--- config.mk ---
export PLATFORM = sky130hd
export DESIGN_NAME = wb_write_queue
export DESIGN_NICKNAME = d
export VERILOG_FILES = /design/src/rtl/wb_write_queue.sv
export SDC_FILE = /design/constraint.sdc
export NUM_CORES = 1
export LEC_CHECK = 0
export CORE_MARGIN = 5
export CORE_UTILIZATION = 35
export DETAILED_ROUTE_END_ITERATION = 10
export GPL_TIMING_DRIVEN = 0
export SLEW_MARGIN = 20
export SYNTH_ARGS = -nofsm -noshare
export SYNTH_HDL_FRONTEND = slang
export SYNTH_SLANG_ARGS = --single-unit
--- constraint.sdc ---
create_clock -name clk_i -period 7.9 [get_ports clk_i]
set_input_delay 1.185 -clock clk_i [delete_from_list [all_inputs] [get_ports clk_i]]
set_output_delay 1.185 -clock clk_i [all_outputs]
set_load 0.05 [all_outputs]
--- src/rtl/wb_write_queue.sv ---
// wb_write_queue: in-order write-back buffer feeding the register file, with pending-write forwarding lookup
module wb_write_queue #(
    parameter int DEPTH = 4,
    parameter int AW    = 5,
    parameter int DW    = 32
) (
    input  logic                    clk_i,
    input  logic                    rst_n_i,
    input  logic                    ex_valid_i,
    output logic                    ex_ready_o,
    input  logic [AW-1:0]           ex_addr_i,
    input  logic [DW-1:0]           ex_data_i,
    input  logic                    mem_valid_i,
    output logic                    mem_ready_o,
    input  logic [AW-1:0]           mem_addr_i,
    input  logic [DW-1:0]           mem_data_i,
    input  logic                    hold_i,
    output logic                    rd_wena_o,
    output logic [AW-1:0]           rd_addr_o,
    output logic [DW-1:0]           rd_data_o,
    input  logic [AW-1:0]           rs_addr_i,
    output logic                    rs_hit_o,
    output logic [DW-1:0]           rs_data_o,
    input  logic [AW-1:0]           rt_addr_i,
    output logic                    rt_hit_o,
    output logic [DW-1:0]           rt_data_o,
    output logic [$clog2(DEPTH):0]  count_o,
    output logic                    full_o,
    output logic                    empty_o
);
    localparam int PW = $clog2(DEPTH);
    localparam int CW = PW + 1;

    logic [AW-1:0]    addr_q [DEPTH];
    logic [DW-1:0]    data_q [DEPTH];
    logic [DEPTH-1:0] valid_q, valid_n;
    logic [PW-1:0]    head_q, tail_q, ex_slot;
    logic [CW-1:0]    count_q, free;
    logic             mem_push, ex_push, pop;

    // Youngest matching valid entry wins: scan oldest to youngest, letting later matches overwrite.
    function automatic logic [DW:0] lookup(input logic [AW-1:0] a);
        logic [DW:0]   r;
        logic [PW-1:0] idx;
        r = '0;
        for (int i = 0; i < DEPTH; i++) begin
            idx = head_q + PW'(i);
            if (a != '0 && valid_q[idx] && addr_q[idx] == a) r = {1'b1, data_q[idx]};
        end
        return r;
    endfunction

    // Handshakes use registered occupancy only; MEM (older) takes the tail slot before EX.
    always_comb begin
        free        = CW'(DEPTH) - count_q;
        mem_ready_o = free >= CW'(1);
        ex_ready_o  = free >= CW'(2) || (free == CW'(1) && !mem_valid_i);
        mem_push    = mem_valid_i && mem_ready_o && mem_addr_i != '0;
        ex_push     = ex_valid_i && ex_ready_o && ex_addr_i != '0;
        ex_slot     = tail_q + PW'(mem_push);
        count_o     = count_q;
        empty_o     = count_q == '0;
        full_o      = count_q == CW'(DEPTH);
        rd_wena_o   = !empty_o && !hold_i;
        pop         = rd_wena_o;
        rd_addr_o   = rd_wena_o ? addr_q[head_q] : '0;
        rd_data_o   = rd_wena_o ? data_q[head_q] : '0;
        valid_n     = valid_q;
        if (pop) valid_n[head_q] = 1'b0;
        if (mem_push) valid_n[tail_q] = 1'b1;
        if (ex_push) valid_n[ex_slot] = 1'b1;
    end

    // Forwarding lookups for both decode read ports.
    always_comb {rs_hit_o, rs_data_o} = lookup(rs_addr_i);
    always_comb {rt_hit_o, rt_data_o} = lookup(rt_addr_i);

    // Pointer, occupancy and valid-bit state; reset discards every pending entry.
    always_ff @(posedge clk_i or negedge rst_n_i) begin
        if (!rst_n_i) begin
            head_q  <= '0;
            tail_q  <= '0;
            count_q <= '0;
            valid_q <= '0;
        end else begin
            head_q  <= head_q + PW'(pop);
            tail_q  <= tail_q + PW'(mem_push) + PW'(ex_push);
            count_q <= count_q + CW'(mem_push) + CW'(ex_push) - CW'(pop);
            valid_q <= valid_n;
        end
    end

    // Entry payload storage; contents only matter while the matching valid bit is set.
    always_ff @(posedge clk_i) begin
        if (mem_push) begin
            addr_q[tail_q] <= mem_addr_i;
            data_q[tail_q] <= mem_data_i;
        end
        if (ex_push) begin
            addr_q[ex_slot] <= ex_addr_i;
            data_q[ex_slot] <= ex_data_i;
        end
    end
endmodule

# Word level (Yosys, flattened, before mapping)
# Memories as Yosys holds them, arrays and structs flattened.
# Index checks and enable logic that the tools add are counted.
[op_classes]
addsub = 10
multipliers = 0
n_div = 0
n_lt_le_gt_ge = 11
n_eq_ne = 10
n_shift = 0
n_mux = 31
bitwise_logic = 4
reduce_logical = 34
[op_table]
columns = ["cell", "count"]
rows = [
  ["two-way mux 33 bit", 8],
  ["equality test 5 bit", 8],
  ["two-way mux 32 bit", 1],
  ["logical AND 1 bit", 25],
  ["nonzero test 5 bit", 4],
  ["< comparator 2 x 3 -> 1 bit (second input constant)", 6],
  ["two-way mux 4 bit", 3],
  ["two-way mux 1 bit", 11],
  ["binary-select mux 1 bit (select 2 bit)", 4],
  ["OR 4 bit", 2],
  ["adder 2 x 1 -> 2 bit", 3],
  ["adder 3 x 1 -> 3 bit", 2],
  ["demux 1 bit (select 2 bit)", 3],
  ["greater-or-equal comparator 2 x 1 -> 1 bit (second input constant)", 3],
  ["two-way mux 5 bit", 1],
  ["adder 2 bit (second input constant)", 2],
  ["AND 4 bit", 1],
  ["NOT 4 bit", 1],
  ["equality test 3 x 1 -> 1 bit (second input constant)", 1],
  ["equality test 3 bit (second input constant)", 1],
  ["greater-or-equal comparator 3 x 1 -> 1 bit (second input constant)", 1],
  ["greater-or-equal comparator 3 x 2 -> 1 bit (second input constant)", 1],
  ["zero test 1 bit", 3],
  ["zero test 3 bit", 1],
  ["4 further kinds", 4],
]
[word_totals]
reg_bits = 11
latchBits = 0
mem_bits_rw = 148
rom_bits = 0
in_bits = 89
output_inout_bits = 111
wordCells = 106
memories = 2
[mem_list]
columns = ["name", "words", "width", "read_ports", "rd_clocked_by_memory_dff", "write_ports", "line", "text"]
rows = [
  ["data_q", 4, 32, 4, 0, 2, "35", "logic [DW-1:0] data_q [DEPTH];"],
  ["addr_q", 4, 5, 4, 0, 2, "34", "logic [AW-1:0] addr_q [DEPTH];"],
]

# Longest topological paths before layout
# Gate-level depths: netlist of the first run.
[depth]
ltp_word = 11
ltp_mapped = 16
depth_no_buf = 12

# Worst setup path after synthesis of the first run
# No wires, ideal clock.
[synth_timing]
path_kind = "register -> output"
startpoint = "reg head_q[0]"
endpoint = "out rs_data_o[12]"
t_arrival_ns = 5.432
required_time_ns = 6.715
slack_ns = 1.283
path_stages_with_launch = 15
n_path_buf = 6
cell_sequence = "dfrtp_1 > buf_2 > buf_2 > buf_2 > buf_2 > clkbuf_1 > inv_1 > ha_1 > buf_4 > mux4_2 > xnor2_1 > and2_1 > a211oi_1 > a221oi_1 > o31ai_1"
[synth_via]
elab_chain_cells = 8
elab_cells_between_ends = 29
cone_classes = "add/sub (3); eq/ne (4); mux (12); reduce/logical (8); memory (2)"
[synth_lines]
columns = ["element", "line", "text"]
rows = [
  ["from (decl)", "37", "logic [PW-1:0] head_q, tail_q, ex_slot;"],
  ["from (signal assigned)", "86", "head_q <= head_q + PW'(pop);"],
  ["branches (longest 7 deep; another with memory (4 x 5 bit))", "n/a", ""],
  ["two-way mux 33 bit (*)", "48", "if (a != '0 && valid_q[idx] && addr_q[idx] == a) r = {1'b1, data_q[idx]};"],
  ["to (decl)", "23", "output logic [DW-1:0] rs_data_o,"],
]
# Every way passes the cells marked *. The select of a mux whose other input is x is not followed.

# Worst setup path in the final report of the first run
[layout_timing]
startpoint = "reg head_q[0]"
endpoint = "out rt_data_o[4]"
[layout_via]
elab_chain_cells = 8
elab_cells_between_ends = 29
cone_classes = "add/sub (3); eq/ne (4); mux (12); reduce/logical (8); memory (2)"
[layout_lines]
columns = ["element", "line", "text"]
rows = [
  ["branches (longest 7 deep; another with memory (4 x 5 bit))", "n/a", ""],
  ["two-way mux 33 bit (*)", "48", ""],
  ["to (decl)", "26", "output logic [DW-1:0] rt_data_o,"],
]
# Marks and branches as above.

==> metrics, run 1 <==
RSZ-0062 raised after global routing=no; Pre-Repair DR Iteration Count=5; Vert. Die Dim=205 µm; crit path cell chain=buf_2 -> buf_2 -> buf_2 -> clkbuf_4 -> clkbuf_2 -> inv_1 -> ha_1 -> buf_4 -> mux4_2 -> xnor2_1 -> nand4_1 -> or2_2 -> clkbuf_1 -> o211ai_1 -> buf_2 -> o221ai_1 -> clkdlybuf4s15_1; Worst-path clk slew=approximately 0.07 ns; average cell area after synthesis=13.0 µm²; crit-path most repeated cell=buf_2; fraction of layout cells with a size suffix above 1=0.340; Iteration-0 DRC Markers=roughly 1,600; hold buffer count at cts=0; sequential area share after synthesis=0.356; Setup WS post-layout=0.117 ns; die footprint=41,900 µm²; fillers=approximately 3,500; area grow syn2layout=24.3%; Arrival @ worst endpoint=between 6 and 7 ns; FF+latch count, synth=about 160; Net Count, Synth=roughly 1,100; hold_ws=roughly 0.56 ns; Setup CP Type=flop to output pin; CP Capture Type=output pin; Synth async-reset ratio=0.0692; Critical Path Max Stage Delay=between 0.5 and 0.6 ns; final hold vios=0; gr usage total=0.249; Clock Latency Late Sink=0.45 ns; Slew Viols, Final=0; Req. time, crit path=~6.7 ns; gpl congestion=~0.96; endpoints failing setup=0; vias in the first global route=11,000; IO Port Bufs=roughly 190; Mapped Cells=1,021; routed vias=around 11,000; status=finished, final reports clean; critical path depth=17; Worst Path Buf+Inv=10; first-pass GRT wire length=between 70 and 80 mm; fin crit period=a little under 8 ns; Setup WS pre-CTS=-0.529 ns; H-tree Lvls=4; Setup crit end=rt_data_o[4]; Post-Route Skew=approximately 0.011 ns; Max Fanout on Critical Path=10; top post-synthesis cells by area=edfxtp_1, mux4_2, mux2_2; CP Launch Point=head_q[0]; Min-Delay Path Class=flop to flop; core area=37,600 µm²; largest net degree at the start of global routing=39; Netlist cell types=47; utilization after layout=0.439; Starting Density=0.353; Die W=205 µm; final wirelength=roughly 53 mm; r2r setup slk=between 3 and 4 ns; Critical R2R Capture=data_q[2][0]; mapped cell area=~13,000 µm²; clock sinks=159; Max Root-Sink Buffers=2; max_cap viols=0; relative slew slack=0.218; most frequent cells in the layout=mux4_2, mux2_2, edfxtp_1; Setup TNS Final=0 ns; ys flop type=edfxtp_1; EDFF count, synth=148; startpoint types=flop; drt wl/cell=between 20 and 30 µm; DRC viols=0; TritonCTS clock tree=yes; Fmax=128 MHz; fin nets=between 1,000 and 1,500; post-synth top area share=0.335; CTS Buf Count=17; DR vias/cell=6.33; GRT overflow=0; initial antenna violation count=0; period utilisation layout=0.985; worst-margin pin slew=~1.2 ns; Max stage delay cell, worst path=clkdlybuf4s15_1; dominant cell type by area after synthesis=edfxtp_1; post-detail-place hpwl=37.2 mm; Crit path max-delay family=buffers and inverters; Routed Antenna Nets=0; cells on worst reg2reg path=12; I/O Pins=200; worst flop-to-flop path startpoint=count_o[1]; Rows=between 70 and 80; Yosys warning count=0; clock root cell=clkbuf_16
Yosys cell counts, types with 2 or more instances:
library cell  count
mux2_2          150
mux4_2          150
edfxtp_1        148
nand2_1          65
clkbuf_1         64
nor2_1           40
and2_1           38
xnor2_1          36
mux2i_1          35
nand3_1          29
a211oi_1         25
inv_1            25
a221oi_1         23
o221ai_1         23
buf_2            19
nor3_1           19
ha_1             13
buf_1            11
dfrtp_1          11
a21oi_1          10
xor2_1           10
o22ai_1           9
nand4_1           6
o21ai_0           6
o31ai_1           6
a21o_1            5
or4_1             5
a2111oi_0         4
nor4_1            4
or2_2             4
a211o_1           3
and3_1            3
buf_4             3
o211ai_1          3
buf_6             2
fa_1              2
o211a_1           2
through the flow:
step | cell area, µm² | std cells
floorplan | 13300 | 1021
global placement | 15800 | 1721
CTS | 16500 | 1757
detailed placement | 15900 | 1725
finish | 16500 | 1760
global route | 16500 | 1759
per-layer routing:
metal  track usage  share of wire  vias to the layer above
li1              -              -                     4570
met5             0              0                        -
met2         0.381           0.45                      767
met1         0.342           0.40                     5656
met3        0.0548          0.099                      139
met4         0.107          0.045                        0
what timing repair did:
item,in CTS,in global routing
setup endpoints to repair,66,65
buffers inserted,0,2
hold endpoints to repair,0,0
gates resized for setup,74,82
cloned,0,0
layout make-up:
cell class,instances,area (µm²),area share
multi-input combinational,737,8080,0.490
sequential,159,4720,0.286
timing repair buffer,195,1890,0.115
tap,511,639,0.0388
buffer,100,477,0.0289
clock buffer,17,425,0.0258
clock inverter,15,160,0.00971
inverter,25,93.8,0.00569
antenna,1,2.50,0.000152
kinds of logic after synthesis:
| kind of cell | after synthesis | share of synthesized area |
|---|---|---|
| XOR/XNOR | 46 | 0.0304 |
| multiplexers | 335 | 0.408 |
| buffers and inverters | 125 | 0.0394 |
| adder cells (fa/ha/maj) | 15 | 0.0153 |
| flip-flops | 159 | 0.356 |
| AO/OA/AOI/OAI | 123 | 0.0715 |
| AND/OR/NAND/NOR | 218 | 0.0793 |
state kept, by name, summed over array words and instances, names as in the netlist:
register,cells
head_q,2
data_q,128
valid_q,4
tail_q,2
count_o,3
addr_q,20
worst reg2reg max path: stages (launching register included):
cell and delay (ns):
dfrtp_1 0.43, inv_1 0.11, ha_1 0.21, ha_1 0.28, nand2b_1 0.06, or3_1 0.33, o211a_1 0.20, ha_1 0.24
xnor2_1 0.18, nor3_1 0.20, clkbuf_1 0.80, clkbuf_1 0.92, mux2_2 0.43
worst min-delay path by stage:
stage	depth (start not counted)	end	startpoint
2_1_floorplan	1	valid_q[1]	valid_q[1]
3_5_place_dp	1	valid_q[3]	valid_q[3]
5_1_grt	1	valid_q[2]	valid_q[2]
4_1_cts	1	valid_q[3]	valid_q[3]
3_3_place_gp	1	valid_q[0]	valid_q[0]
6_report	1	valid_q[2]	valid_q[2]
Power of run 1 is not shown: default switching activity piles up to over one toggle a cycle in this logic, so the estimate is an artifact.
==> run 2, diff against run 1 <==
- SKIP_LAST_GASP: not set -> 1
==> run 2 against run 1 <==
  * Utilization barely moved
  * Fmax fell by 1.3%
  * Global-route usage did not move
  * Critical path depth did not move
  * Non-clock buffer count did not move
==> metrics, run 2 (synthesized netlist as in run 1, its figures left out) <==
max FFs per register=around 130; worst-margin pin slew=between 1 and 1.5 ns; DR vias/cell=around 6.3; fillers=about 3,500; Starting Density=0.353; Pre-Repair DR Iteration Count=5; Req. time, crit path=about 6.7 ns; Post-Route Skew=0.0113 ns; hold_ws=approximately 0.56 ns; worst flop-to-flop path startpoint=count_o[1]; Clock Latency Late Sink=0.45 ns; period utilisation layout=0.998; Max Fanout on Critical Path=10; relative slew slack=0.222; Rows=a little over 70; IO Port Bufs=about 190; TritonCTS clock tree=yes; Max Root-Sink Buffers=2; fraction of layout cells with a size suffix above 1=0.339; gr usage total=0.249; Slew Viols, Final=0; drt wl/cell=approximately 30 µm; Min-Delay Path Class=flop to flop; gpl congestion=between 0.9 and 1; H-tree Lvls=4; fin crit period=just under 8 ns; RSZ-0062 raised after global routing=yes; final hold vios=0; CP Launch Point=head_q[0]; placed cell count=roughly 1,700; Routed Antenna Nets=0; area grow syn2layout=24.3%; Layout Cells excl Fill=~1,800; endpoints failing setup=0; Vert. Die Dim=205 µm; initial antenna violation count=0; status=finished, final reports clean; core area=~38,000 µm²; min-delay src=valid_q[3]; Setup TNS Final=0 ns; CP Capture Type=output pin; largest net degree at the start of global routing=39; clock root cell=clkbuf_16; CTS Buf Count=17; Largest regs=data_q: 128 flops, addr_q: 20 flops, valid_q: 4 flops; Die W=roughly 200 µm; routed vias=around 11,000; Setup CP Type=flop to output pin; max_cap viols=0; first-pass GRT wire length=76.0 mm; GRT overflow=0; register with the most flip-flops=data_q; Worst-path clk slew=approximately 0.070 ns; startpoint types=flop; final wirelength=approximately 53 mm; most frequent cells in the layout=mux4_2, mux2_2, edfxtp_1; post-detail-place hpwl=between 30 and 40 mm; die footprint=41,900 µm²; Fmax=127 MHz; vias in the first global route=between 10,000 and 15,000; Arrival @ worst endpoint=around 6.7 ns; Iteration-0 DRC Markers=about 1,500; clock sinks=159; fin nets=around 1,300; DRC viols=0; I/O Pins=200
run 2: cell count changes in the layout (fill, tap and decap cells not counted):
cell	change
buf_1	+1
clkbuf_2	-1
clkdlybuf4s50_1	+2
dlymetal6s2s_1	-2
run 2: path summary, 6_finish.rpt:
path	slack, ns	end	depth (start not counted)
setup / recovery	0.01	rs_hit_o	17
hold / removal	0.56	valid_q[3]	1
setup reg to reg	3.28	data_q[2][0]	12
hold reg to reg	0.56	valid_q[3]	1
max in group asynchronous	6.39	count_o[1]	1
min in group asynchronous	1.12	head_q[0]	1
run 2: through the flow:
stage	worst slack, ns	utilization	instance area, µm²
after floorplan	1.28	-	13300
after global placement	-0.774	0.420	15800
after detailed placement	-0.529	0.424	15900
after CTS	0.0148	0.439	16500
after global routing	-0.222	0.439	16500
final	0.0135	0.439	16500
run 2: final cells by class:
type / count / area, µm² / share of cell area
clock inverters: 15 / 160 / 0.00971
inverters: 25 / 93.8 / 0.00569
multi-input cells: 737 / 8080 / 0.490
clock buffers: 17 / 425 / 0.0258
plain buffers: 100 / 475 / 0.0288
flip-flops and latches: 159 / 4720 / 0.286
well taps: 511 / 639 / 0.0388
diodes: 1 / 2.50 / 0.000152
repair buffers: 195 / 1890 / 0.115
run 2: critical path, stage by stage, from the launching register on:
cell             delay [ns]
dfrtp_1                0.41
buf_2                  0.24
buf_2                  0.33
buf_2                  0.36
clkbuf_4               0.37
clkbuf_2               0.41
inv_1                  0.24
ha_1                   0.49
buf_4                  0.25
mux4_2                 0.37
xnor2_1                0.19
nand4_1                0.28
nor2_1                 0.26
buf_1                  0.51
clkbuf_2               0.45
nor2_1                 0.08
nand2_1                0.16
clkdlybuf4s50_1        0.83
run 2: per-layer routing:
layer,routed length (µm),up-vias,GRT usage
li1,-,4572,-
met2,24000,797,0.381
met3,5390,126,0.0548
met1,21100,5642,0.342
met5,0,-,0
met4,2220,0,0.107
run 2: timing repair:
action / 4_1_cts / 5_1_grt
gates resized for setup: 74 / 79
hold buffers: 0 / 0
setup endpoints to repair: 66 / 65
setup buffers: 0 / 2
Power of run 2 is left out for the same reason.
==> run 3, diff against run 2 <==
- HOLD_SLACK_MARGIN: not set -> 0.12
==> results of run 3 <==
Final layout, timing and power as in run 2 (identical DEF).
Power of run 3 is left out for the same reason.
